==> config.mk <==
export PLATFORM = sky130hd
export DESIGN_NAME = input_conditioner
export DESIGN_NICKNAME = d
export VERILOG_FILES = /design/src/rtl/input_conditioner.sv
export SDC_FILE = /design/constraint.sdc
export NUM_CORES = 1
export LEC_CHECK = 0
export ABC_AREA = 1
export BUFFER_PORTS_ARGS = -buffer_cell sky130_fd_sc_hd__buf_2
export CAP_MARGIN = 20
export CORE_AREA = 5 5 132 134
export CTS_CLUSTER_DIAMETER = 30
export DETAILED_ROUTE_END_ITERATION = 16
export DIE_AREA = 0 0 137 139
export PLACE_DENSITY = 0.85
export SYNTH_ARGS = -nofsm -noshare
export SYNTH_HDL_FRONTEND = slang
export SYNTH_SLANG_ARGS = --single-unit
==> constraint.sdc <==
create_clock -name clk_sys -period 1.6 [get_ports clk_sys]
set_input_delay 0.48 -clock clk_sys [delete_from_list [all_inputs] [get_ports clk_sys]]
set_output_delay 0.48 -clock clk_sys [all_outputs]
set_load 0.1 [all_outputs]
==> src/rtl/input_conditioner.sv <==
`default_nettype none
`timescale 1ns/1ps
// ============================================================================
// input_conditioner
// Debounces buttons and turns coin presses into frame-aligned, queued pulses.
// Revision: 1.0
// ============================================================================
module input_conditioner #(
   parameter int NBTN        = 8,
   parameter int DB_W        = 16,
   parameter int DB_CYCLES   = 40000,
   parameter int COIN_FRAMES = 3,
   parameter int GAP_FRAMES  = 3,
   parameter int QDEPTH      = 3
) (
   input  logic            clk_sys,
   input  logic            reset_n,
   input  logic [NBTN-1:0] btn_in,
   input  logic            coin_in,
   input  logic            vs,
   output logic [NBTN-1:0] btn_out,
   output logic            coin_out,
   output logic [1:0]      coin_pending,
   output logic            coin_drop
);

   localparam int              c_NCH       = NBTN + 1;
   localparam logic [DB_W-1:0] c_DB_MAX    = DB_W'(DB_CYCLES - 1);
   localparam logic [3:0]      c_COIN_LAST = 4'(COIN_FRAMES - 1);
   localparam logic [3:0]      c_GAP_LAST  = 4'(GAP_FRAMES - 1);
   localparam logic [1:0]      c_QFULL     = 2'(QDEPTH);

   localparam logic [1:0] c_ST_IDLE  = 2'd0;
   localparam logic [1:0] c_ST_PULSE = 2'd1;
   localparam logic [1:0] c_ST_GAP   = 2'd2;

   logic [c_NCH-1:0] r_sync1;
   logic [c_NCH-1:0] r_sync2;
   logic [c_NCH-1:0] w_db;

   always_ff @(posedge clk_sys or negedge reset_n) begin
      if (!reset_n) begin
         r_sync1 <= '0;
         r_sync2 <= '0;
      end else begin
         r_sync1 <= {coin_in, btn_in};
         r_sync2 <= r_sync1;
      end
   end

   // Coin is debounced as the extra channel at index NBTN.
   for (genvar g = 0; g < c_NCH; g++) begin : g_db
      logic [DB_W-1:0] r_cnt;
      logic            r_out;

      always_ff @(posedge clk_sys or negedge reset_n) begin
         if (!reset_n) begin
            r_cnt <= '0;
            r_out <= 1'b0;
         end else if (r_sync2[g] != r_out) begin
            if (r_cnt == c_DB_MAX) begin
               r_out <= r_sync2[g];
               r_cnt <= '0;
            end else begin
               r_cnt <= r_cnt + 1'b1;
            end
         end else begin
            r_cnt <= '0;
         end
      end

      assign w_db[g] = r_out;
   end

   logic       r_coin_d;
   logic       r_vs_d;
   logic [1:0] r_state;
   logic [3:0] r_fcnt;
   logic [1:0] r_pending;
   logic       r_coin_out;
   logic       r_drop;

   logic w_coin_rise;
   logic w_vs_rise;
   logic w_deq;

   assign w_coin_rise = w_db[NBTN] & ~r_coin_d;
   assign w_vs_rise   = vs & ~r_vs_d;
   assign w_deq       = (r_state == c_ST_IDLE) && (r_pending != 2'd0) && w_vs_rise;

   always_ff @(posedge clk_sys or negedge reset_n) begin
      if (!reset_n) begin
         r_coin_d  <= 1'b0;
         r_vs_d    <= 1'b0;
         r_pending <= 2'd0;
         r_drop    <= 1'b0;
      end else begin
         r_coin_d <= w_db[NBTN];
         r_vs_d   <= vs;
         r_drop   <= 1'b0;
         // A dequeue and an enqueue on the same edge cancel, even when full.
         if (w_coin_rise && !w_deq) begin
            if (r_pending == c_QFULL) begin
               r_drop <= 1'b1;
            end else begin
               r_pending <= r_pending + 2'd1;
            end
         end else if (!w_coin_rise && w_deq) begin
            r_pending <= r_pending - 2'd1;
         end
      end
   end

   always_ff @(posedge clk_sys or negedge reset_n) begin
      if (!reset_n) begin
         r_state    <= c_ST_IDLE;
         r_fcnt     <= 4'd0;
         r_coin_out <= 1'b0;
      end else begin
         case (r_state)
            c_ST_IDLE: begin
               if (w_deq) begin
                  r_state    <= c_ST_PULSE;
                  r_coin_out <= 1'b1;
                  r_fcnt     <= 4'd0;
               end
            end
            c_ST_PULSE: begin
               if (w_vs_rise) begin
                  if (r_fcnt == c_COIN_LAST) begin
                     r_state    <= c_ST_GAP;
                     r_coin_out <= 1'b0;
                     r_fcnt     <= 4'd0;
                  end else begin
                     r_fcnt <= r_fcnt + 4'd1;
                  end
               end
            end
            c_ST_GAP: begin
               if (w_vs_rise) begin
                  if (r_fcnt == c_GAP_LAST) begin
                     r_state <= c_ST_IDLE;
                     r_fcnt  <= 4'd0;
                  end else begin
                     r_fcnt <= r_fcnt + 4'd1;
                  end
               end
            end
            default: begin
               r_state    <= c_ST_IDLE;
               r_fcnt     <= 4'd0;
               r_coin_out <= 1'b0;
            end
         endcase
      end
   end

   assign btn_out      = w_db[NBTN-1:0];
   assign coin_out     = r_coin_out;
   assign coin_pending = r_pending;
   assign coin_drop    = r_drop;

endmodule
`default_nettype wire

After elaboration in Yosys (flattened, before gate mapping)
Index checks and enable logic that the tools add are counted.

operators by class
  $add $sub $neg = 12
  equality and inequality tests = 29
  multiplexer cells = 37
  bitwise gates (word level) = 5
  reduce and logical (&&, ||, !) cells = 23

operators with widths
  cell                                                             number
  16-bit two-way mux                                               18
  16-bit by 1-bit adder with 16-bit output, second input constant  9
  16-bit == test, second input constant                            9
  2-bit AND reduction                                              11
  2-bit two-way mux                                                8
  4-bit two-way mux                                                3
  2-bit != test, second input constant                             6
  1-bit != test                                                    9
  4-bit one-hot mux with 2 select lines                            1
  2-bit one-hot mux with 3 select lines                            1
  1-bit two-way mux                                                5
  5-bit AND reduction                                              1
  4-bit by 1-bit adder with 4-bit output, second input constant    1
  2-bit == test, second input constant                             2
  4-bit by 2-bit == test with 1-bit output, second input constant  1
  1-bit logical AND                                                4
  4-bit AND reduction                                              1
  2-bit nonzero test                                               2
  1-bit NOT                                                        3
  1-bit one-hot mux with 3 select lines                            1
  2-bit by 1-bit adder with 2-bit output, second input constant    1
  1-bit AND                                                        2
  2-bit by 1-bit == test with 1-bit output, second input constant  1
  1-bit logical NOT                                                2
  4 further kinds                                                  4

storage, ports and cells
  bits in registers = 183
  input port bits = 12
  logic and storage cells = 133

Longest topological paths before layout
Gate-level depths: netlist of run 1.

  depth after elaboration = 7
  gate-level depth with buffers = 10

Least setup slack after synthesis of run 1
OpenSTA, ideal clock, no wires.

  path kind = reg2reg
  start = register r_pending[1] (netlist: coin_pending[1])
  end = register r_pending[0] (netlist: coin_pending[0])
  setup time = 121 ps
  arrival = 1590 ps
  setup slack = -111 ps
  cell stages (with the launch flop) = 8
  buffers on the path = 0
  period minus slack after synthesis = 1711 ps
  path through = dfrtp_1 -> nor2_1 -> nor2_1 -> nand2_1 -> inv_1 -> o21ai_1 -> nand3_1 -> nand2_1

between the ends
  word-level cells in the longest chain between the ends = 7
  elaborated cells between the ends (all ways) = 11
  classes of those cells = eq/ne (2); mux (1); reduce/logical (8)

RTL lines
  element                                                                      RTL line  source
  start, declared                                                              79        logic [1:0] r_pending;
  start signal, assigned                                                       106       r_pending <= r_pending + 2'd1;
  start signal, assigned                                                       109       r_pending <= r_pending - 2'd1;
  2-bit nonzero test                                                           89        assign w_deq = (r_state == c_ST_IDLE) && (r_pending != 2'd0) && w_vs_rise;
  1-bit logical AND (2 in a row)                                               89
  1-bit logical NOT                                                            102       if (w_coin_rise && !w_deq) begin
  1-bit logical AND                                                            102
  2-bit != test (no source line) / 2-bit nonzero test (equally long branches)  --
  2-bit AND reduction (no source line)                                         --

Several ways; a longest one is shown, not always the timed one.
A chain may end at the register's enable or synchronous reset.

Worst setup path after layout of run 1
  start = register r_pending[0] (netlist: coin_pending[0])
  end = output coin_pending[0]

RTL lines
  element        RTL line  source
  end, declared  23        output logic [1:0] coin_pending,

No word-level cell between the ends.

==> results_dict.tcl, run 1 <==
set metrics [dict create \
    p_total_uw 9420 \
    pwr-share-clk 0.454 \
    ys.flop_type "dfrtp_1" \
    wirelength_mm 19.9 \
    ys_types 35 \
    routed_via_density 5.33 \
    finalInstanceArea_um2 11100 \
    synth_fp_nets 1283 \
    yosysSeqAreaShare 0.465 \
    use_met3 0.0461 \
    fp.coreArea_um2 16200 \
    finalSetupViolations 0 \
    drive_above_1_share 0.121 \
    area_growth_pct 12.7 \
    cts_root_buf "clkbuf_16" \
    whs_ps 146 \
    drtIter0Drc 535 \
    leakage_uw 0.00463 \
    vias 8157 \
    final_common_cell "nor2_1" \
    drtPass1Iterations 5 \
    clock_latency_ps 440 \
    grt_util_met2 0.361 \
    required_ps 1120 \
    wl_per_cell_um 13.0 \
    dp_hpwl_mm 14.0 \
    slowest_delay_ps 460 \
    fmax_mhz 641 \
    worst-path-max-fanout 6 \
    peakVddDrop_uv 945 \
    placementRows 47 \
    fin_tns_setup_ps 0 \
    finalCriticalPeriod_ps 1560 \
    critPathArrivalTime_ps 1080 \
    synth_edf_count 0 \
    r2r_slack_ps 110 \
    clkSinkCount 183 \
    antenna_cells_inserted 0 \
    htree_levels 4 \
    relSlewSlack 0.730 \
    grt_max_degree 61 \
    drv_cap 0 \
    hold_path.class "in -> reg" \
    ys_ff_latch 183 \
    grt_usage 0.220 \
    cts_tree "done" \
    clk_pin_slew_ps 70 \
    netlist_area_um2 9850 \
    cp-end-kind "output pin" \
    yosysWarnings 0 \
    ant_nets 0 \
    cp-start-kind "flop" \
    hold_violations 0 \
    async_reset_ff_frac 1.00 \
    mostFrequentLayoutCells "279 x nor2_1, 258 x nand2_1, 176 x dfrtp_1, 128 x inv_1, 95 x nand3_1" \
    grt_pass1_wl_mm 34.8 \
    grt_overflow_total 0 \
    grt_pass1_vias 7791 \
    die_area_um2 19000 \
    cts_made_buffers 17 \
    nFillCells 1251 \
    outcome "completed" \
    nets 1324 \
    fin_skew_ps 6.81 \
    gp_congestion 0.948 \
    cp_top_family "flip-flops" \
    cp.buffers_inverters 1 \
    route.detailed.drc 0 \
    power_density_nw_per_um2 848 \
    worst_slew_pin_slew_ps 403 \
    dp_slack_ps 96.8 \
    use_met1 0.294 \
    critPathKind "reg -> out" \
    antenna_found_initial 0 \
    die_h_um 139 \
    switchingPower_uw 2150 \
    syn_inst 1257 \
    die_x_um 137 \
    cts_buffer_depth 2 \
    initial_core_util 0.609 \
    busiest_layer "met2" \
    io_buffers 23 \
    dpl_cell_area_um2 10400 \
    layout_setup_ws_ps 40.7 \
    fin_crit_sh 0.975 \
    intPower_uw 7270 \
    slowest_stage "dfrtp_2" \
    drv_slew 0 \
    boundaryPins 24 \
    syn_area_per_cell_um2 7.84 \
    p_sw_frac 0.228 \
    cp_cell_sequence "buf_12" \
    combinationalPowerShare 0.038 \
    power_frac_seq 0.508 \
]
[repair_timing]
item,CTS,global route
pin swaps,0,1
cloned,0,0
endpoints found under the setup margin,2,24
gates resized for setup,2,18
endpoints found under the hold margin,25,0
buffers inserted,0,3
hold buffers,1,0
[path summary, 6_finish.rpt]
path / start / end / cells past startpoint
worst min register to register: r_sync1[2] / r_sync2[2] / 0
worst min-delay path: coin_in / r_sync1[8] / 1
worst max-delay path: coin_pending[0] / coin_pending[0] / 1
min in group asynchronous: reset_n / g_db[0].r_cnt[5] / 2
max in group asynchronous: reset_n / g_db[1].r_out / 3
worst max register to register: g_db[1].r_cnt[0] / g_db[1].r_out / 6
[cell type report]
class	instances	area, um2	share of cell area
sequential	183	4590	0.413
clock inverter	12	143	0.0128
tap	220	275	0.0248
timing repair buffer	35	413	0.0372
clock buffer	20	467	0.0420
multi-input combinational	919	4680	0.422
inverter	142	533	0.0480
[worst reg2reg max path: cells and delay by family (launching register included)]
kind / cells / cell delay [ps]
AO/OA/AOI/OAI: 1 / 130
flip-flops: 1 / 390
adder cells (fa/ha/maj): 1 / 230
AND/OR/NAND/NOR: 4 / 620
[per-layer routing]
layer	part of all wire	vias to the layer above
met5	0	-
met4	0.015	0
met3	0.038	31
met2	0.49	162
met1	0.45	3887
li1	-	4077
[synthesized netlist by cell type, types with 9 or more instances]
library cell	n	area (um2)
ha_1	14	175
o21bai_1	14	105
inv_2	11	41.3
o21ai_1	20	100
dfrtp_1	183	4580
nor3_1	19	95.1
inv_1	131	492
xnor2_1	9	78.8
nand3_1	97	485
nand2_1	260	976
xor2_1	62	543
nand2_2	16	100
a21oi_1	12	60.1
nand4_1	48	300
nor2_1	279	1050
nor2_2	22	138
buf_4	9	67.6
[flip-flops by register name (all words and copies together) (netlist names), 2 cells and up]
register and count:
r_state 2, r_sync1 9, coin_pending 2, g_db.r_out 9
g_db.r_cnt 144, r_sync2 9, r_fcnt 4
[power groups by stage]
stage          combinational [uW]  sequential (uW)  clock, uW
6_report                      355             4790       4280
5_1_grt                       414             4800       4520
4_1_cts                       355             4790       4340
3_5_place_dp                  349             4870          0
3_3_place_gp                  338             4870          0
2_1_floorplan                 180             4860          0
[cell families after synthesis]
| family | after synthesis | synth area share |
|---|---|---|
| compound gates | 58 | 0.0354 |
| flops | 183 | 0.465 |
| fa+ha+maj | 14 | 0.0178 |
| simple gates | 774 | 0.352 |
| xor+xnor | 73 | 0.0664 |
| buf+inv | 155 | 0.0635 |
[stage by stage]
step / std cells / util
2_1_floorplan: 1257 / -
3_3_place_gp: 1495 / 0.643
3_5_place_dp: 1495 / 0.643
4_1_cts: 1528 / 0.682
5_1_grt: 1531 / 0.687
6_report: 1531 / 0.687
Power figures use the tool's default switching activity.
==> inputs of run 2 (changes only) <==
--- a/config.mk
+++ b/config.mk
@@ -5,13 +5,14 @@
 export SDC_FILE = /design/constraint.sdc
 export NUM_CORES = 1
 export LEC_CHECK = 0
-export ABC_AREA = 1
+export ABC_AREA = 0
 export BUFFER_PORTS_ARGS = -buffer_cell sky130_fd_sc_hd__buf_2
 export CAP_MARGIN = 20
-export CORE_AREA = 5 5 132 134
+export CORE_AREA = 5 5 124 126
 export CTS_CLUSTER_DIAMETER = 30
 export DETAILED_ROUTE_END_ITERATION = 16
-export DIE_AREA = 0 0 137 139
+export DIE_AREA = 0 0 129 131
+export HOLD_SLACK_MARGIN = 0.15
 export PLACE_DENSITY = 0.85
 export SYNTH_ARGS = -nofsm -noshare
 export SYNTH_HDL_FRONTEND = slang
==> constraint.sdc (replaced) <==
create_clock -name clk_sys -period 1.6 [get_ports clk_sys]
set_input_delay 0.48 -clock clk_sys [delete_from_list [all_inputs] [get_ports clk_sys]]
set_output_delay 0.48 -clock clk_sys [all_outputs]
set_load 0.01 [all_outputs]
==> run 2 against run 1 <==
  * The flow now finishes with violations (setup timing)
  * Global-route usage is 2.4 points higher
  * Count of clock-buffer cells in the layout is 2 lower
  * Critical path depth is 5 higher
  * Sequential cell count stayed put
  * Sequential share of layout area is 0.85 points lower
  * Via count is 13% lower
  * Hold slack better by 18 ps
  * Sequential power is 2% higher
  * Synthesized cell count is 34% lower
  * Critical path type is now reg -> reg
==> results_dict.tcl, run 2 <==
set metrics [dict create \
    largest_register_ffs 144 \
    stdcell_count 1199 \
    power_density_nw_per_um2 966 \
    critPathCapture "g_db[2].r_cnt[13]" \
    top_register "g_db.r_cnt" \
    drive_above_1_share 0.305 \
    gp_congestion 0.845 \
    synth_top_area_frac 0.532 \
    grt_overflow_total 0 \
    io_buffers 23 \
    ys.flop_type "dfrtp_1" \
    grt_pass1_vias 6897 \
    synth_fp_nets 861 \
    cts_made_buffers 17 \
    ys_types 56 \
    clkSinkCount 183 \
    yosysSeqAreaShare 0.532 \
    dp_hpwl_mm 11.8 \
    cp-start-kind "flop" \
    grt_usage 0.244 \
    placementRows 44 \
    grt_pass1_wl_mm 32.9 \
    cp-end-kind "flop" \
    synth_most_common_cell "dfrtp_1" \
    ys_ff_latch 183 \
    drv_slew 0 \
    wl_per_cell_um 18.4 \
    fp.coreArea_um2 14200 \
    peakVddDrop_uv 855 \
    power_frac_seq 0.445 \
    leakage_uw 0.00482 \
    pwr-share-clk 0.432 \
    drtPass1Iterations 5 \
    required_ps 1920 \
    p_sw_frac 0.238 \
    final_common_cell "dfrtp_1" \
    wirelength_mm 22.1 \
    critPathKind "reg -> reg" \
    route.detailed.drc 0 \
    cts_tree "done" \
    drv_cap 0 \
    layout_setup_ws_ps -299 \
    reg2regPathDepth 6 \
    hold_path.class "in -> reg" \
    final-seq-area_um2 4580 \
    outcome "finished, violations left" \
    reg2reg_from "g_db[2].r_cnt[1]" \
    clk_pin_slew_ps 70 \
    cts_root_buf "clkbuf_16" \
    critPathArrivalTime_ps 2220 \
    intPower_uw 8330 \
    synth_edf_count 0 \
    area_growth_pct 31.6 \
    boundaryPins 24 \
    die_h_um 131 \
    die_area_um2 16900 \
    antenna_cells_inserted 0 \
    htree_levels 4 \
    synth_area_leaders "dfrtp_1 53%, xnor2_1 8.2%, nor2_1 7.1%, xor2_1 5.0%, nand3_1 3.3%" \
    fin_skew_ps 7.01 \
    yosysWarnings 0 \
    die_x_um 129 \
    fin_crit_sh 1.19 \
    synthTopCellsByCount "183 x dfrtp_1, 162 x nor2_1, 81 x xnor2_1" \
    nets 1029 \
    fin_tns_setup_ps -15810 \
    r2r_slack_ps -300 \
    mostFrequentLayoutCells "180 x dfrtp_1, 123 x buf_4, 117 x nor2_1, 81 x xnor2_1, 54 x nand3_1" \
    antenna_found_initial 0 \
    switchingPower_uw 2600 \
    multi_input_area_um2 4340 \
    nFillCells 712 \
    vias 7125 \
    ant_nets 0 \
    combinationalPowerShare 0.123 \
    slowest_delay_ps 470 \
    grt_setup_unrepaired "true" \
    fmax_mhz 526 \
    hold_violations 0 \
    syn_area_per_cell_um2 10.3 \
    grt_max_degree 47 \
    cp_cell_sequence "ha_2 -> or4b_4 -> or4_4 -> buf_4 -> nand2_8 -> nor2_1" \
    initial_core_util 0.606 \
    relSlewSlack 0.433 \
    dp.cells 1138 \
    slowest_stage "or4_4" \
    cts_buffer_depth 2 \
    worst-path-max-fanout 7 \
    syn_inst 835 \
    clock_latency_ps 430 \
    finalCriticalPeriod_ps 1900 \
    finalSetupViolations 92 \
    rr_endpoint "g_db[2].r_cnt[13]" \
    violations "setup timing" \
    whs_ps 163 \
    worst_slew_pin_slew_ps 848 \
    yosysTopAreaCell "dfrtp_1" \
    async_reset_ff_frac 1.00 \
    netlist_area_um2 8610 \
    routed_via_density 5.94 \
    drtIter0Drc 626 \
    p_total_uw 10900 \
    worstSetupStartpoint "g_db[2].r_cnt[1]" \
]
## run 2: cell count changes after synthesis, sizes merged, moves of 12 or more
| cell | change |
|---|---|
| nand2 | -241 |
| nor2 | -140 |
| nor3b | -15 |
| nand3 | -46 |
| and3 | +12 |
| xor2 | -14 |
| inv | -112 |
| nand4 | -14 |
| nor4 | +37 |
| o21bai | -15 |
| xnor2 | +71 |
| o21ai | -18 |
## run 2: worst min-delay path by stage
| stage | startpoint | to | slack, ps | cells past startpoint |
|---|---|---|---|---|
| after detailed placement | r_sync1[7] | r_sync2[7] | 340 | 0 |
| after floorplan | reset_n | coin_drop | 180 | 0 |
| after CTS | coin_in | r_sync1[8] | 150 | 1 |
| after global placement | r_sync1[7] | r_sync2[7] | 330 | 0 |
| final | coin_in | r_sync1[8] | 160 | 1 |
| after global routing | coin_in | r_sync1[8] | 150 | 1 |
## run 2: metrics by stage
stage	setup WS, ps	area (um2)	utilization
2_1_floorplan	-302	8720	-
3_3_place_gp	-242	9890	0.696
3_5_place_dp	-271	9890	0.696
4_1_cts	-273	10900	0.767
5_1_grt	-346	11300	0.797
6_report	-299	11300	0.797
## run 2: metal layers
| metal | up-vias | wire length (um) | GRT usage |
|---|---|---|---|
| met5 | - | 0 | 0 |
| met4 | 0 | 701 | 0.0994 |
| met3 | 66 | 1040 | 0.0504 |
| met2 | 285 | 11500 | 0.419 |
| met1 | 3554 | 8790 | 0.304 |
| li1 | 3220 | - | - |
## run 2: power by group through the flow
stage / registers (uW) / clock network, uW / logic, uW
after global routing: 4880 / 4960 / 1450
after floorplan: 4930 / 0 / 473
after CTS: 4850 / 4740 / 1100
after detailed placement: 4930 / 0 / 983
final: 4870 / 4720 / 1340
after global placement: 4920 / 0 / 955
## run 2: what timing repair did
item                                    CTS  global route
resized for setup                        46            76
pin swaps                                12            11
endpoints found under the setup margin   94           122
cloned                                    2             1
setup buffers                             6            13
hold buffers                              9             0
hold endpoints to repair                 47             0
## run 2: layout make-up
| class | count | share of cell area |
|---|---|---|
| flip-flops and latches | 183 | 0.405 |
| multi-input cells | 601 | 0.383 |
| repair buffers | 170 | 0.123 |
| clock buffers | 18 | 0.0388 |
| well taps | 184 | 0.0203 |
| clock inverters | 13 | 0.0200 |
| inverters | 30 | 0.00994 |
## run 2: worst max-delay path: cells and delay by family, from the launching register on
family,cells,cell delay [ps]
fa+ha+maj,1,180
simple gates,4,1060
buf+inv,1,180
flops,1,360
## run 2: logic make-up (layout without fill, tap and decap cells)
family,after synthesis,count (layout),share of synthesized area
xor+xnor,130,130,0.132
fa+ha+maj,15,15,0.0215
flops,183,183,0.532
simple gates,407,408,0.235
compound gates,38,38,0.0353
mux,10,10,0.0135
buf+inv,52,231,0.0302
